<file path="config.mk">
export PLATFORM = sky130hd
export DESIGN_NAME = sort_stream_tx
export DESIGN_NICKNAME = d
export VERILOG_FILES = /design/src/rtl/sort_pkg.sv /design/src/rtl/lfsr8.sv /design/src/rtl/sort_stream_tx.sv
export SDC_FILE = /design/constraint.sdc
export NUM_CORES = 1
export LEC_CHECK = 0
export BUFFER_PORTS_ARGS = -buffer_cell sky130_fd_sc_hd__buf_2
export CAP_MARGIN = 0
export CORE_ASPECT_RATIO = 0.75
export CORE_MARGIN = 5
export CORE_UTILIZATION = 40
export DETAILED_ROUTE_END_ITERATION = 16
export PLACE_DENSITY = 0.65
export SLEW_MARGIN = 20
export SYNTH_ARGS = -nofsm -noshare
export SYNTH_HDL_FRONTEND = slang
export SYNTH_SLANG_ARGS = --single-unit
</file>
<file path="constraint.sdc">
create_clock -name clk -period 2.2 [get_ports clk]
set_input_delay 0.44 -clock clk [delete_from_list [all_inputs] [get_ports clk]]
set_output_delay 0.44 -clock clk [all_outputs]
set_load 0.01 [all_outputs]
</file>
<file path="src/rtl/sort_pkg.sv">
// sort_pkg: shared constants, state encoding and LFSR taps for the sorter companion.
package sort_pkg;
    localparam int DEF_FRAME_LEN = 60;
    localparam int DEF_ROW_LEN = 6;
    localparam int DEF_DW = 8;
    localparam int DEF_TIMEOUT = 255;
    localparam logic [7:0] LFSR_TAPS = 8'hB8;
    typedef enum logic [2:0] {
        IDLE = 3'd0,
        SEND = 3'd1,
        WAIT = 3'd2,
        RECV = 3'd3,
        DONE = 3'd4
    } state_t;
endpackage

</file>
<file path="src/rtl/lfsr8.sv">
// lfsr8: 8-bit Fibonacci LFSR (x^8+x^6+x^5+x^4+1) with loadable seed; zero seed maps to 8'h01.
module lfsr8
    import sort_pkg::*;
(
    input  logic       clk,
    input  logic       rst,
    input  logic       load,
    input  logic [7:0] seed,
    input  logic       en,
    output logic [7:0] q
);
    always_ff @(posedge clk or negedge rst)
        if (!rst) q <= 8'h01;
        else if (load) q <= (seed == 8'h00) ? 8'h01 : seed;
        else if (en) q <= {q[6:0], ^(q & LFSR_TAPS)};
endmodule

</file>
<file path="src/rtl/sort_stream_tx.sv">
// sort_stream_tx: streams one pseudo-random frame to the row sorter, then receives
// the sorted result and flags any row that is not non-decreasing.
module sort_stream_tx
    import sort_pkg::*;
#(
    parameter int FRAME_LEN = DEF_FRAME_LEN,
    parameter int ROW_LEN = DEF_ROW_LEN,
    parameter int DW = DEF_DW,
    parameter int TIMEOUT = DEF_TIMEOUT
) (
    input  logic          clk,
    input  logic          rst,
    input  logic          start,
    input  logic [DW-1:0] seed,
    output logic          data_vaild,
    output logic [DW-1:0] data,
    input  logic          vaild,
    input  logic [DW-1:0] sort_data,
    output logic          busy,
    output logic          done,
    output logic          err,
    output logic [5:0]    rx_count
);
    state_t state, next_state;
    logic [5:0] tx_cnt;
    logic [7:0] to_cnt;
    logic [DW-1:0] prev;
    logic [7:0] q;
    logic accept, last_tx, last_rx, to_hit, rx_phase;
    assign accept = (state == IDLE) && start;
    assign last_tx = tx_cnt == 6'(FRAME_LEN - 1);
    assign last_rx = rx_count == 6'(FRAME_LEN - 1);
    assign to_hit = !vaild && (to_cnt == 8'(TIMEOUT - 1));
    assign rx_phase = (state == WAIT) || (state == RECV);
    assign busy = state != IDLE;
    assign done = state == DONE;
    lfsr8 u_lfsr (
        .clk  (clk),
        .rst  (rst),
        .load (accept),
        .seed (8'(seed)),
        .en   (state == SEND),
        .q    (q)
    );
    always_ff @(posedge clk or negedge rst)
        if (!rst) state <= IDLE;
        else state <= next_state;
    always_comb begin
        next_state = state;
        case (state)
            IDLE:    next_state = start ? SEND : IDLE;
            SEND:    next_state = last_tx ? WAIT : SEND;
            WAIT:    next_state = vaild ? RECV : to_hit ? DONE : WAIT;
            RECV:    next_state = ((vaild && last_rx) || to_hit) ? DONE : RECV;
            DONE:    next_state = IDLE;
            default: next_state = IDLE;
        endcase
    end
    // Row position 0 never compares, so the first byte captured in WAIT needs no special case.
    always_ff @(posedge clk or negedge rst)
        if (!rst) begin
            data_vaild <= 1'b0;
            data <= '0;
            tx_cnt <= 6'd0;
            to_cnt <= 8'd0;
            prev <= '0;
            err <= 1'b0;
            rx_count <= 6'd0;
        end else begin
            data_vaild <= state == SEND;
            tx_cnt <= (state == SEND) ? tx_cnt + 6'd1 : 6'd0;
            if (state == SEND) data <= DW'(q);
            if (accept) begin
                err <= 1'b0;
                rx_count <= 6'd0;
                to_cnt <= 8'd0;
            end
            if (rx_phase && vaild) begin
                prev <= sort_data;
                rx_count <= rx_count + 6'd1;
                to_cnt <= 8'd0;
                if ((rx_count % 6'(ROW_LEN)) != 6'd0 && sort_data < prev) err <= 1'b1;
            end else if (rx_phase && to_hit) err <= 1'b1;
            else if (rx_phase) to_cnt <= to_cnt + 8'd1;
        end
endmodule
</file>
==> results.py <==
metrics = {
    "synth": {
        "synth_cells": 283,
        "ys_warn_count": 0,
        "yosys_register_bits": 49,
        "avgSynthCellArea_um2": 9.17,
        "ys_types": 46,
        "synth_fp_nets": 316,
        "synthArstFlopShare_pct": 100,
        "synth_flop_cell": "dfrtp_1",
        "synth_area_um2": 2600,
        "yosysSeqAreaShare_pct": 47.3,
        "synth-edff-count": 0,
    },
    "worst_setup_path": {
        "reg2reg_to": "err$_DFF_PN0_",
        "worstSetupEndpointType": "flip-flop",
        "crit_type": "flip-flop to flip-flop",
        "rr_worst_depth": 8,
        "crit_arrival_ns": 2.22,
        "crit_chain": "nor3b_1 > a211oi_2 > nor2_1 > ha_1 > nor2_1 > nand4bb_1 > a211oi_1 > o31ai_1",
        "critPathMaxStageDelay_ns": 0.51,
        "cpMostUsedCell": "nor2_1",
        "cp_max_fo": 11,
        "r2r_start": "rx_count[2]$_DFFE_PN0P_",
        "start_kind": "flip-flop",
        "worst_ep_required_time_ns": 2.38,
        "crit_slowest_cell": "dfrtp_1",
        "r2r_slack_ns": 0.16,
    },
    "global_routing": {
        "grt_pass1_wl_um": 9460,
        "grt_max_degree": 22,
        "grt_pass1_vias": 2010,
        "antenna_found_initial": 0,
        "gr-total-overflow": 0,
        "track_usage_pct": 14.5,
    },
    "flow_run": {
        "drv_cap": 0,
    },
    "sta": {
        "hold_viol": 0,
        "tns_ns": 0,
        "slew-limit-headroom_pct": 69.5,
        "setup_viol": 0,
        "fmax_ghz": 0.490,
        "rsz0062_at_grt": "no",
        "post-route-period-util_pct": 92.8,
        "clock_skew_ns": 0.00611,
        "worst_pin_slew_ns": 0.457,
        "report.final.slew_viol_count": 0,
        "finalCriticalPeriod_ns": 2.04,
    },
    "finish": {
        "diodes": 0,
        "multi_input_area_um2": 1270,
        "drive_gt1_share_pct": 18.0,
        "final_cell_mix": "61 x nand2_1, 48 x dfrtp_1, 37 x buf_2",
        "final_cells": 404,
        "fin_area_um2": 2960,
        "area_delta_synth_final_pct": 14.0,
        "n_fill_cell": 637,
        "seqCellArea_um2": 1230,
        "final_nets": 355,
        "layout_commonest_cell": "nand2_1",
    },
    "drt": {
        "via_per_inst": 5.16,
        "drtAntennaViolNets": 0,
        "first_pass_iters": 4,
        "wl_per_cell_um": 13.7,
        "drc": 0,
        "wl_um": 5520,
        "wl_met2_um": 2420,
        "wl_met3_um": 151,
        "wl_met1_um": 2910,
        "top_layer": "met4",
        "vias": 2086,
        "drtIter0Drc": 114,
    },
    "status": {
        "status": "finished clean",
    },
    "floorplanning": {
        "die_y_um": 79.8,
        "initial_core_util_pct": 41.1,
        "ios": 38,
        "die_x_um": 103,
        "core_um2": 6320,
        "die_area_um2": 8220,
        "rows": 25,
    },
    "cts": {
        "numCtsBuffers": 5,
        "holdBufCountCts": 0,
        "clk_latency_ns": 0.30,
        "cts_buffer_depth": 2,
        "cts_sinks": 49,
        "post_cts_buffers": 0,
        "clk_pin_slew_ns": 0.09,
        "root_buffer": "clkbuf_8",
        "cts_tree": "yes",
        "cts_htree_levels": 2,
    },
    "power": {
        "ir_drop_mv": 0.503,
        "power_density_nw_per_um2": 1120,
        "p_leak_uw": 0.00144,
    },
    "hold_path": {
        "hold_path.class": "primary input to async pin",
    },
    "placed_design": {
        "dp_hpwl_um": 4050,
        "io_buffers": 37,
        "placed_area_um2": 2870,
        "placed_cells": 396,
        "routabilityCongestion": 0.784,
    },
}
==> critical path, delay by kind of cell (launching register included) <==
family | cells | cell delay [ns]
AND/OR/NAND/NOR | 4 | 0.68
flip-flops | 1 | 0.51
AO/OA/AOI/OAI | 3 | 0.49
adder cells (fa/ha/maj) | 1 | 0.23
==> cells in the mapped netlist, types with 3 or more instances <==
| cell type | instances | share of area (%) |
|---|---|---|
| a32o_1 | 3 | 1.2 |
| ha_1 | 13 | 6.3 |
| a31oi_1 | 8 | 1.9 |
| nor2b_1 | 3 | 0.72 |
| inv_1 | 12 | 1.7 |
| a21o_1 | 3 | 0.87 |
| o21ai_0 | 20 | 3.9 |
| or3_1 | 4 | 0.96 |
| xor2_1 | 8 | 2.7 |
| a211oi_1 | 3 | 0.87 |
| buf_4 | 3 | 0.87 |
| xnor2_1 | 4 | 1.3 |
| and2_1 | 4 | 0.96 |
| o211ai_1 | 3 | 0.87 |
| nor2_1 | 26 | 3.8 |
| nand2b_1 | 3 | 0.72 |
| nand2_1 | 61 | 8.8 |
| nand3_1 | 8 | 1.5 |
| clkbuf_1 | 6 | 0.87 |
| dfrtp_1 | 48 | 46 |
| a21oi_1 | 7 | 1.3 |
==> flip-flops by register name, summed over array words and instances, names as in the netlist <==
register and flops:
data 8, data_vaild 1, err 1, prev 8, rx_count 6, state 3, to_cnt 8, tx_cnt 6
u_lfsr.q 8
==> per-stage QoR <==
step	total power [uW]	setup WS [ns]	utilization, %	hold WS [ns]
floorplan	2440	0.224	-	0.144
global placement	2790	0.200	45.5	0.428
detailed placement	2840	0.0717	45.5	0.421
CTS	3370	0.0481	46.8	0.0906
global route	3650	0.0209	46.9	0.0981
finish	3330	0.158	46.9	0.0805
==> logic make-up after synthesis <==
kind of cell / after synthesis / synth area share (%)
and+or+nand+nor: 125 / 22.5
DFF: 49 / 47.3
muxes: 4 / 1.64
xor gates and xnor gates: 12 / 4.05
AOI/OAI and AO/OA: 57 / 14.5
buffers and inverters: 23 / 3.86
adders and majority gates: 13 / 6.27
==> worst max-delay path by stage <==
stage                                 start            end  depth (start not counted)
floorplan           rx_count[2]$_DFFE_PN0P_  err$_DFF_PN0_                          9
global placement    rx_count[2]$_DFFE_PN0P_  err$_DFF_PN0_                          8
detailed placement  rx_count[2]$_DFFE_PN0P_  err$_DFF_PN0_                          8
CTS                 rx_count[2]$_DFFE_PN0P_  err$_DFF_PN0_                          8
global route        rx_count[2]$_DFFE_PN0P_  err$_DFF_PN0_                          8
finish              rx_count[2]$_DFFE_PN0P_  err$_DFF_PN0_                          8
==> per-layer routing <==
layer	GRT usage [%]	vias up
met4	3.49	0
met2	21.6	31
li1	-	1056
met5	0	-
met1	21.1	995
met3	3.41	4
==> area by class of cell <==
type,count,share of cell area [%]
multi-input combinational,211,43.0
sequential,49,41.5
timing repair buffer,43,7.78
tap,81,3.42
clock buffer,6,2.45
inverter,12,1.52
clock inverter,2,0.338
==> report_power, final <==
group	switching, uW	internal [uW]	leakage, uW
clock network	301	221	0.0000450
registers	242	1250	0.000608
logic	754	555	0.000785
total	1300	2030	0.00144
==> repair_timing <==
| action | CTS | global route |
|---|---|---|
| endpoints found under the hold margin | 0 | 0 |
| resized for setup | 0 | 1 |
| setup endpoints to repair | 0 | 1 |
No activity file was read; power rests on OpenSTA's default activity.
